`src/rtl/demux_frame_sequencer_pkg.sv`:
```
// demux_frame_sequencer_pkg: shared sizing constants and state encoding for the demux sequencer
package demux_frame_sequencer_pkg;
  localparam int NUM_CH = 14;
  localparam int DATA_W = 8;
  localparam int SEL_W = 4;
  typedef enum logic {IDLE = 1'b0, RUN = 1'b1} state_t;
endpackage

```
`src/rtl/demux_frame_sequencer_next_chan_finder.sv`:
```
// next_chan_finder: lowest enabled channel above cur, or from index 0 when from_start is set
module next_chan_finder
  import demux_frame_sequencer_pkg::*;
(
  input  logic [NUM_CH-1:0] mask,
  input  logic [SEL_W-1:0]  cur,
  input  logic              from_start,
  output logic [SEL_W-1:0]  nxt,
  output logic              found
);
  always_comb begin
    nxt = '0;
    found = 1'b0;
    for (int i = NUM_CH - 1; i >= 0; i--)
      if (mask[i] && (from_start || SEL_W'(i) > cur)) begin
        nxt = SEL_W'(i);
        found = 1'b1;
      end
  end
endmodule

```
`src/rtl/demux_frame_sequencer.sv`:
```
// demux_frame_sequencer: walks the demux select through a frame's enabled channels, one strobe per sample
module demux_frame_sequencer
  import demux_frame_sequencer_pkg::*;
(
  input  logic              clk,
  input  logic              rst_n,
  input  logic              start,
  input  logic              abort,
  input  logic [NUM_CH-1:0] chan_en,
  input  logic [DATA_W-1:0] in_data,
  input  logic              in_valid,
  output logic              in_ready,
  output logic [SEL_W-1:0]  sel,
  output logic [DATA_W-1:0] data_out,
  output logic [NUM_CH-1:0] load_stb,
  output logic              frame_done,
  output logic              busy,
  output logic              err
);
  state_t state, state_n;
  logic [NUM_CH-1:0] mask, mask_n, stb_n;
  logic [SEL_W-1:0] sel_n, f_idx;
  logic [DATA_W-1:0] data_n;
  logic f_found, done_n, err_n;
  // one finder serves both the first-channel search (live chan_en) and advancing (latched mask)
  next_chan_finder u_find (
    .mask(state == IDLE ? chan_en : mask),
    .cur(sel),
    .from_start(state == IDLE),
    .nxt(f_idx),
    .found(f_found)
  );
  assign busy = state == RUN;
  assign in_ready = busy & ~abort;
  always_ff @(posedge clk or negedge rst_n)
    if (!rst_n) begin
      state <= IDLE;
      mask <= '0;
      sel <= '0;
      data_out <= '0;
      load_stb <= '0;
      frame_done <= 1'b0;
      err <= 1'b0;
    end else begin
      state <= state_n;
      mask <= mask_n;
      sel <= sel_n;
      data_out <= data_n;
      load_stb <= stb_n;
      frame_done <= done_n;
      err <= err_n;
    end
  always_comb begin
    state_n = state;
    mask_n = mask;
    sel_n = sel;
    data_n = data_out;
    stb_n = '0;
    done_n = 1'b0;
    err_n = 1'b0;
    if (state == IDLE) begin
      err_n = start && ~|chan_en;
      if (start && |chan_en) begin
        state_n = RUN;
        mask_n = chan_en;
        sel_n = f_idx;
      end
    end else if (abort) begin
      state_n = IDLE;
      sel_n = '0;
    end else if (in_valid) begin
      data_n = in_data;
      stb_n = NUM_CH'(1) << sel;
      sel_n = f_found ? f_idx : '0;
      done_n = ~f_found;
      state_n = f_found ? RUN : IDLE;
    end
  end
endmodule

```
`config.mk`:
```
export PLATFORM = sky130hd
export DESIGN_NAME = demux_frame_sequencer
export DESIGN_NICKNAME = d
export VERILOG_FILES = /design/src/rtl/demux_frame_sequencer_pkg.sv /design/src/rtl/demux_frame_sequencer_next_chan_finder.sv /design/src/rtl/demux_frame_sequencer.sv
export SDC_FILE = /design/constraint.sdc
export NUM_CORES = 1
export LEC_CHECK = 0
export CAP_MARGIN = 20
export CORE_UTILIZATION = 56
export CTS_CLUSTER_DIAMETER = 120
export CTS_CLUSTER_SIZE = 25
export DETAILED_ROUTE_END_ITERATION = 12
export DONT_BUFFER_PORTS = 1
export PLACE_DENSITY = 0.81
export RECOVER_POWER = 25
export SETUP_SLACK_MARGIN = 0.3
export SLEW_MARGIN = 20
export SYNTH_ARGS = -nofsm -noshare
export SYNTH_HDL_FRONTEND = slang
export SYNTH_HIERARCHICAL = 1
export SYNTH_SLANG_ARGS = --single-unit
```
`constraint.sdc`:
```
create_clock -name clk -period 2.3 [get_ports clk]
set_input_delay 0.23 -clock clk [delete_from_list [all_inputs] [get_ports clk]]
set_output_delay 0.23 -clock clk [all_outputs]
set_load 0.05 [all_outputs]
```
==> flow_summary_export.csv, run 1 <==
group,metric,value,unit
routing,viasPerCell,6.350,
timing,slew_viol_final,0,
yosys,synth_seq_cells,43,
die,die_y,64.85,um
yosys,synth_cell_type_count,38,
pwr,p_int,1633,uW
finish,drive_gt1_share,43.23,%
routing,wl,5.482,mm
yosys,synth_compound_area_share,10.01,%
placement,placed_cell_area,2335,um2
cts,clock-sinks,43,
timing,period_share,97.16,%
worst_setup_path,end_kind,"flop",
yosys,yosys.cell_count.top_type,"dfrtp_1",
yosys,synth_top_family_by_area,"multiplexers",
yosys,synth-main-ff-cell,"dfrtp_1",
yosys,synth_warnings,6,
global_routing,grt_pass1_wl,8.438,mm
yosys,synthMuxAreaShare,20.36,%
cts,cts-root-buf,"clkbuf_8",
cts,cts_max_path_buffers,2,
timing,finalSetupViolCount,0,
die,io_pins,57,
worst_hold_path,min_path_type,"primary input to flop",
yosys,ys_seq_area_share,48.64,%
routing,drc_errors,0,
routing,dr.pass1.iters,5,
routing,ant_nets,0,
worst_setup_path,required,2.49,ns
pwr,p_per_area,1049,nW/um2
global_routing,grt-ovfl-total,0,
placement,dp_hpwl,3.713,mm
cts,clk_latency,0.31,ns
yosys,yosysTopAreaCell,"dfrtp_1",
routing,first_iter_violations,197,
yosys,yosys.area.top_type_share,48.64,%
worst_setup_path,critPathKind,"flop to flop",
yosys,async_flop_share,100.0,%
yosys,synthesis.area,2212,um2
pwr,power.switching,1141,uW
die,die_x,64.85,um
timing,worst_slack,0.06539,ns
die,rows,22,
global_routing,track_usage,26.93,%
yosys,synth_nets,232,
status,status,"finished, final reports clean",
timing,fmax,0.4475,GHz
timing,worstMarginPinSlew,1.055,ns
timing,rsz0062_at_grt,"yes",
routing,vias,1759,
yosys,synthSimpleGateAreaFrac,17.25,%
timing,min_period,2.235,ns
timing,hold_viol_final,0,
routing,wl_per_cell,19.79,um
yosys,synth_fa_ha_area_share,0,%
placement,post-place-ws,0.04198,ns
worst_setup_path,cp-start-kind,"flop",
pwr,peakVddDrop,0.0007138,V
die,core_area,3716,um2
timing,setup_tns,0,ns
finish,n_antenna_cell,0,
cts,clkSlewWorstSetupHoldPaths,0.08,ns
pwr,p_leak,0.001159,uW
timing,fin_skew,0.01270,ns
pwr,switching_share,41.14,%
die,initial_core_util,59.53,%
yosys,synthXorXnorAreaFrac,0,%
worst_setup_path,crit_arrival,2.43,ns
die,die-area,4206,um2
finish,nNetsFinal,255,
pwr,pwr-share-seq,43.2,%
yosys,syn-mean-instance-area,10.79,um2
worst_setup_path,r2r-start,"busy$_DFF_PN0_",
global_routing,grt_antenna_before_repair,0,
yosys,synth_area_leaders,"dfrtp_1, mux2_2, nor2_1",
finish,stdcell_count,277,
worst_setup_path,critPathLaunch,"busy$_DFF_PN0_",
finish,area_delta_synth_final,19.57,%
pwr,p_clk_share,22.1,%
placement,port_buffers,0,
cts,cts_tree,"yes",
yosys,synth_common_cells,"dfrtp_1, mux2_2, nor2_1",
yosys,synthCells,205,
placement,place.gp.congestion,0.9831,
worst_setup_path,cp_max_fo,8,
global_routing,grt_max_degree,44,
global_routing,grt_pass1_vias,1724,
cts,cts_inserted_buffers,5,
worst_hold_path,hold_start,"chan_en[9]",
placement,dp.cells,259,
cts,htree_levels,2,
run,cap_violations,0,
finish,final_area,2645,um2
timing,slew-limit-headroom,29.65,%
pwr,comb_power_share,34.7,%
yosys,synth_edf_count,0,
==> routing by layer <==
metal | share of wire (%) | wire, um | track usage [%] | up-vias
met5 | 0 | 0 | 0 | -
met2 | 52 | 2873 | 47.27 | 92
li1 | - | - | - | 776
met4 | 3.8 | 210 | 12.22 | 0
met3 | 5.6 | 305 | 5.986 | 27
met1 | 38 | 2093 | 30.96 | 864
==> cells by family (layout without fill, tap and decap cells) <==
family / count (synthesis) / count (layout)
buffers and inverters: 14 / 38
multiplexers: 40 / 40
flip-flops: 43 / 43
AO/OA/AOI/OAI: 33 / 33
AND/OR/NAND/NOR: 75 / 75
==> final cells by class <==
cell class	count	area (um2)
timing repair buffer	25	195.2
fill	245	1071
clock inverter	3	47.55
clock buffer	5	68.82
multi-input combinational	148	1175
tap	48	60.06
sequential	43	1080
inverter	5	18.77
==> timing repair <==
action	CTS	global route
resized for setup	11	21
pin swaps	8	9
hold endpoints to repair	43	0
hold buffers	2	0
endpoints found under the setup margin	5	6
buffers inserted	5	3
==> path summary, 6_finish.rpt <==
| check | cells after the start | to | slack, ns |
|---|---|---|---|
| setup / recovery | 10 | sel[3]$_DFFE_PN0P_ | 0.07 |
| hold / removal | 1 | mask[9]$_DFFE_PN0P_ | 0.07 |
| setup reg to reg | 10 | sel[3]$_DFFE_PN0P_ | 0.07 |
| hold reg to reg | 1 | mask[10]$_DFFE_PN0P_ | 0.51 |
| max in group asynchronous | 2 | sel[2]$_DFFE_PN0P_ | 0.90 |
| min in group asynchronous | 2 | load_stb[0]$_DFF_PN0_ | 0.67 |
==> stage by stage <==
stage	total power [uW]	util, %	hold slack, ns
after floorplan	1827	-	-0.06559
after global placement	1971	62.83	-0.06489
after detailed placement	2012	62.83	-0.06490
after CTS	2677	68.96	0.06845
after global routing	2894	71.18	0.06658
final	2774	71.18	0.07400
==> critical path, stage by stage (launching register included) <==
cell     delay, ns
dfrtp_2       0.47
buf_6         0.17
mux2_2        0.38
o22ai_2       0.17
nand2_1       0.10
nor2_2        0.19
buf_4         0.13
buf_4         0.09
nor2b_1       0.04
nor2b_1       0.13
mux2_2        0.26
==> sequential cells by signal, summed over array words and instances, names as in the netlist <==
signal / flops
load_stb: 14
mask: 14
data_out: 8
sel: 4
busy: 1
err: 1
frame_done: 1
==> cell usage in the layout (no fill, tap or decap), types with 2 or more instances in the layout <==
cell and n:
a21o_1 3, a21oi_1 5, a31oi_1 2, buf_4 21, buf_6 2, clkbuf_8 5
dfrtp_1 40, dfrtp_2 3, inv_1 4, mux2_2 33, mux2_4 7, nand2_1 11
nand2_2 4, nand2b_1 4, nand2b_4 2, nand3_1 2, nand4_1 3, nand4b_1 2
nor2_1 19, nor2_2 3, nor2b_1 7, nor3_1 7, nor4_1 4, o21a_1 2
o21ai_0 4, o21ai_1 2, o21ai_2 6
==> power by group through the flow <==
stage	Clock, uW	Combinational (uW)	Sequential [uW]
floorplan	0	590	1240
detailed placement	0	810	1200
finish	612	964	1200
global route	647	1030	1220
global placement	0	776	1190
CTS	616	874	1190
Power figures use the tool's default switching activity.
==> inputs of run 2 (changes only) <==
--- a/config.mk
+++ b/config.mk
@@ -6,12 +6,12 @@
 export NUM_CORES = 1
 export LEC_CHECK = 0
 export CAP_MARGIN = 20
-export CORE_UTILIZATION = 56
+export CORE_UTILIZATION = 35
 export CTS_CLUSTER_DIAMETER = 120
 export CTS_CLUSTER_SIZE = 25
 export DETAILED_ROUTE_END_ITERATION = 12
 export DONT_BUFFER_PORTS = 1
-export PLACE_DENSITY = 0.81
+export PLACE_DENSITY = 0.58
 export RECOVER_POWER = 25
 export SETUP_SLACK_MARGIN = 0.3
 export SLEW_MARGIN = 20
==> run 2 against run 1 <==
  * Maximum frequency up 4.8%
  * Core utilization down 29 points
  * Routed wire length fell by 11%
  * Worst hold slack better by 0.0020 ns
  * Combinational power shrank 13%
  * Worst setup slack improved by 0.10 ns
  * Global-route usage decreased by 11 points
  * Count of clock-buffer cells in the layout rose by 1
==> flow_summary_export.csv, run 2 (synthesis results as in run 1) <==
group,metric,value,unit
status,status,"finished, final reports clean",
routing,vias,1601,
timing,worstMarginPinSlew,1.083,ns
routing,wl,4.858,mm
worst_hold_path,min_to,"data_out[2]$_DFFE_PN0P_",
routing,ant_nets,0,
die,die-area,6642,um2
worst_setup_path,crit_slowest_cell,"dfrtp_2",
routing,route.met3.wl,185,um
worst_setup_path,cp_cell_sequence,"buf_6 -> mux2_4 -> nand2b_1 -> a311o_1 -> nand3_2 -> nor3_2 -> nand2_1 -> a21oi_2 -> nor2b_1 -> mux2_2",
worst_setup_path,reg2regPathDepth,10,
run,cap_violations,0,
routing,dr.pass1.iters,5,
placement,dp_hpwl,3.668,mm
routing,first_iter_violations,118,
finish,n_antenna_cell,0,
timing,hold_viol_final,0,
timing,period_share,92.66,%
worst_setup_path,cp-start-kind,"flop",
die,core_area,6026,um2
placement,dp.cells,289,
worst_setup_path,timing.rr.end,"sel[2]$_DFFE_PN0P_",
global_routing,grt_antenna_before_repair,0,
routing,wl_per_cell,16.19,um
placement,place.gp.congestion,0.8525,
cts,clkSlewWorstSetupHoldPaths,0.08,ns
finish,area_delta_synth_final,15.21,%
finish,final_common_cell,"dfrtp_1",
cts,htree_levels,2,
cts,clk_latency,0.30,ns
die,initial_core_util,36.71,%
worst_setup_path,crit_buf_inv,1,
worst_hold_path,hold_start,"in_data[2]",
worst_setup_path,slowest_delay,0.43,ns
finish,nNetsFinal,251,
timing,slew_viol_final,0,
worst_hold_path,min_path_type,"primary input to flop",
die,die_x,81.50,um
routing,dr_wl_met2,2.412,mm
worst_setup_path,r2r-start,"busy$_DFF_PN0_",
timing,fin_skew,0.002507,ns
cts,cts_max_path_buffers,2,
worst_setup_path,crit_arrival,2.32,ns
pwr,p_leak,0.001089,uW
finish,top_regs,"load_stb x14, mask x14, data_out x8",
die,rows,28,
routing,drc_errors,0,
worst_hold_path,min_delay_path_depth,1,
die,io_pins,57,
routing,m1WireLength,2.186,mm
finish,layout_common_cells,"dfrtp_1, mux2_2, nor2_1",
routing,top_layer_used,"met4",
global_routing,track_usage,15.67,%
worst_setup_path,end_kind,"flop",
worst_setup_path,critPathKind,"flop to flop",
cts,cts_inserted_buffers,5,
timing,rsz0062_at_grt,"yes",
global_routing,grt_pass1_vias,1506,
global_routing,grt-ovfl-total,0,
worst_setup_path,ff2ff_setup_slack,0.17,ns
timing,fmax,0.4692,GHz
finish,stdcell_count,300,
die,die_y,81.50,um
pwr,p_per_area,1039,nW/um2
timing,slew-limit-headroom,27.78,%
routing,viasPerCell,5.337,
cts,cts-root-buf,"clkbuf_8",
cts,cts_tree,"yes",
timing,worst_slack,0.1687,ns
finish,seq_area,1077,um2
pwr,peakVddDrop,0.0004681,V
worst_setup_path,cp_max_fo,9,
global_routing,grt_pass1_wl,7.790,mm
finish,final_util,42.30,%
timing,finalSetupViolCount,0,
finish,n_fill_cell,599,
timing,min_period,2.131,ns
worst_setup_path,required,2.49,ns
finish,multi_input_area,1072,um2
worst_setup_path,cp_top_family,"multiplexers",
cts,clock-sinks,43,
global_routing,grt_max_degree,44,
finish,drive_gt1_share,35.11,%
placement,post-place-ws,0.08080,ns
placement,port_buffers,0,
run 2: cell count changes in the layout (fill, tap and decap cells not counted), moves of 2 or more:
cell	previous run	this run
buf_4	21	17
nand2_1	11	15
nand2b_4	2	0
dfrtp_2	3	1
mux2_2	33	39
o21ai_1	2	6
nand2_2	4	0
mux2_4	7	1
dfrtp_1	40	42
o21ai_2	6	1
run 2: metal layers:
| layer | track usage (%) | up-vias |
|---|---|---|
| met3 | 2.889 | 7 |
| met4 | 5.536 | 0 |
| met1 | 20.60 | 784 |
| li1 | - | 773 |
| met2 | 25.67 | 37 |
| met5 | 0 | - |
run 2: final cells by class:
type,count,share of cell area (%)
well taps,75,3.682
inverters,5,0.7364
repair buffers,21,6.480
clock inverters,2,1.522
flip-flops and latches,43,42.27
multi-input cells,148,42.07
clock buffers,6,3.240
run 2: report_power, final:
group	total [uW]	switching (uW)	internal, uW
clock	634	277	357
combinational	838	471	367
sequential	1180	298	879
total	2650	1050	1600
run 2: worst reg2reg max path: stages (launching register included):
cell and delay [ns]:
dfrtp_2 0.43, buf_6 0.15, mux2_4 0.31, nand2b_1 0.07, a311o_1 0.21, nand3_2 0.09
nor3_2 0.13, nand2_1 0.10, a21oi_2 0.20, nor2b_1 0.07, mux2_2 0.26
run 2: through the flow:
step | hold WS (ns) | power, uW | cell area [um2] | setup TNS [ns]
final | 0.07597 | 2649 | 2549 | 0
after global routing | 0.06138 | 2804 | 2549 | 0
after CTS | 0.06401 | 2668 | 2561 | 0
after detailed placement | -0.06502 | 2006 | 2391 | 0
after global placement | -0.06491 | 1995 | 2391 | 0
after floorplan | -0.06559 | 1827 | 2240 | -0.05371
run 2: timing repair:
| item | 4_1_cts | 5_1_grt |
|---|---|---|
| gates resized for setup | 1 | 4 |
| hold buffers | 2 | 0 |
| endpoints found under the setup margin | 5 | 5 |
| endpoints found under the hold margin | 43 | 0 |
| setup buffers | 1 | 0 |
| pin swaps | 3 | 5 |
run 2: worst max-delay path by stage:
stage | slack, ns | cells after the start | to | start
final | 0.17 | 10 | sel[2]$_DFFE_PN0P_ | busy$_DFF_PN0_
after global routing | 0.03 | 8 | sel[2]$_DFFE_PN0P_ | sel[1]$_DFFE_PN0P_
after CTS | 0.16 | 10 | sel[2]$_DFFE_PN0P_ | busy$_DFF_PN0_
after detailed placement | 0.08 | 10 | sel[0]$_DFFE_PN0P_ | busy$_DFF_PN0_
after global placement | 0.13 | 10 | sel[2]$_DFFE_PN0P_ | busy$_DFF_PN0_
after floorplan | -0.01 | 11 | sel[2]$_DFFE_PN0P_ | busy$_DFF_PN0_
==> inputs of run 3 (changes only) <==
--- a/config.mk
+++ b/config.mk
@@ -6,12 +6,13 @@
 export NUM_CORES = 1
 export LEC_CHECK = 0
 export CAP_MARGIN = 20
+export CORE_MARGIN = 3
 export CORE_UTILIZATION = 35
 export CTS_CLUSTER_DIAMETER = 120
 export CTS_CLUSTER_SIZE = 25
 export DETAILED_ROUTE_END_ITERATION = 12
 export DONT_BUFFER_PORTS = 1
-export PLACE_DENSITY = 0.58
+export PLACE_DENSITY = 0.56
 export RECOVER_POWER = 25
 export SETUP_SLACK_MARGIN = 0.3
 export SLEW_MARGIN = 20
==> constraint.sdc (replaced) <==
create_clock -name clk -period 2.6 [get_ports clk]
set_input_delay 0.26 -clock clk [delete_from_list [all_inputs] [get_ports clk]]
set_output_delay 0.26 -clock clk [all_outputs]
set_load 0.05 [all_outputs]
==> run 3 against run 2 <==
  * Worst hold slack better by 0.031 ns
  * Critical path depth did not move
  * Routed wire length grew 1.5%
==> flow_summary_export.csv, run 3 (synthesis results as in run 1) <==
group,metric,value,unit
timing,slew-limit-headroom,28.51,%
finish,drive_gt1_share,33.64,%
die,core_area,6026,um2
cts,cts_inserted_buffers,5,
global_routing,grt_max_degree,44,
routing,dr.pass1.iters,4,
status,status,"finished, final reports clean",
timing,finalSetupViolCount,0,
timing,rsz0062_at_grt,"no",
finish,area_delta_synth_final,12.90,%
global_routing,grt_pass1_vias,1666,
global_routing,track_usage,14.11,%
finish,layout_common_cells,"dfrtp_1, mux2_2, nor2_1",
placement,dp_hpwl,3.699,mm
global_routing,grt_pass1_wl,8.190,mm
timing,worstMarginPinSlew,1.072,ns
global_routing,grt_antenna_before_repair,0,
timing,fin_hold_ws,0.1065,ns
finish,top_regs,"load_stb x14, mask x14, data_out x8",
finish,nNetsFinal,243,
cts,clock-sinks,43,
worst_setup_path,cp_cell_sequence,"buf_12 -> mux2_4 -> nand2b_1 -> a311o_1 -> nand3_2 -> nor3_2 -> nand2_2 -> a21oi_4 -> nor2b_1 -> mux2_2",
timing,fmax,0.4582,GHz
cts,clkSlewWorstSetupHoldPaths,0.09,ns
routing,wl_per_cell,16.89,um
routing,ant_nets,0,
die,io_pins,57,
pwr,p_per_area,924.3,nW/um2
run,cap_violations,0,
timing,slew_viol_final,0,
finish,n_antenna_cell,0,
worst_setup_path,required,2.79,ns
worst_setup_path,ff2ff_setup_slack,0.42,ns
routing,wl,4.932,mm
worst_setup_path,crit_buf_inv,1,
worst_setup_path,crit_slowest_cell,"dfrtp_2",
routing,first_iter_violations,102,
worst_setup_path,end_kind,"flop",
routing,drc_errors,0,
worst_setup_path,cp-start-kind,"flop",
timing,period_share,83.94,%
worst_setup_path,slowest_delay,0.45,ns
cts,clk_latency,0.30,ns
pwr,p_leak,0.001046,uW
pwr,peakVddDrop,0.0004237,V
timing,setup_tns,0,ns
finish,final_common_cell,"dfrtp_1",
cts,cts_tree,"yes",
die,rows,28,
timing,fin_skew,0.005948,ns
worst_hold_path,min_delay_path_depth,1,
routing,vias,1562,
cts,htree_levels,2,
die,die_x,85.50,um
global_routing,grt-ovfl-total,0,
worst_setup_path,reg2regPathDepth,10,
finish,final_util,41.45,%
worst_setup_path,worstSetupPathDepth,10,
worst_setup_path,critPathKind,"flop to flop",
timing,hold_viol_final,0,
routing,viasPerCell,5.349,
placement,place.gp.congestion,0.9017,
worst_hold_path,min_path_type,"primary input to flop",
worst_setup_path,crit_arrival,2.37,ns
timing,min_period,2.182,ns
cts,cts_max_path_buffers,2,
die,die-area,7310,um2
worst_setup_path,cp_top_family,"multiplexers",
cts,cts-root-buf,"clkbuf_8",
worst_setup_path,cp_max_fo,10,
die,initial_core_util,36.71,%
die,die_y,85.50,um
placement,port_buffers,0,
run 3: power breakdown:
group          switching, uW  internal (uW)
clock network            248            291
logic                    410            311
registers                268            781
total                    925           1380
run 3: area by class of cell:
cell class,instances,area [um2]
Fill cell,606,3528
Sequential cell,43,1080
Multi-Input combinational cell,148,1079
Timing Repair Buffer,13,110.1
Tap cell,75,93.84
Clock buffer,5,68.82
Clock inverter,3,47.55
Inverter,5,18.77
run 3: what timing repair did:
| action | CTS | global route |
|---|---|---|
| setup endpoints to repair | 4 | 4 |
| hold endpoints to repair | 43 | 0 |
| hold buffers | 2 | 0 |
| setup buffers | 1 | 0 |
| gates cloned | 0 | 0 |
| resized for setup | 0 | 6 |
run 3: routing by layer:
layer,track usage (%),vias up,part of all wire [%]
met3,3.650,5,5.1
met2,24.79,28,52
met4,4.317,0,1.3
met5,0,-,0
met1,16.92,776,41
li1,-,753,-
run 3: path summary, 6_finish.rpt:
path	start	endpoint
min reg2reg	mask[5]$_DFFE_PN0P_	mask[5]$_DFFE_PN0P_
max	busy$_DFF_PN0_	sel[0]$_DFFE_PN0P_
min	chan_en[1]	mask[1]$_DFFE_PN0P_
max reg2reg	busy$_DFF_PN0_	sel[0]$_DFFE_PN0P_
max in group asynchronous	rst_n	sel[2]$_DFFE_PN0P_
min in group asynchronous	rst_n	mask[1]$_DFFE_PN0P_
run 3: through the flow:
| step | area, um2 | instances | setup WS, ns | total power [uW] |
|---|---|---|---|---|
| finish | 2497 | 292 | 0.4177 | 2308 |
| global route | 2497 | 292 | 0.2982 | 2446 |
| CTS | 2505 | 292 | 0.3539 | 2331 |
| detailed placement | 2331 | 281 | 0.2206 | 1755 |
| global placement | 2331 | 281 | 0.2748 | 1746 |
| floorplan | 2240 | 205 | 0.2863 | 1616 |
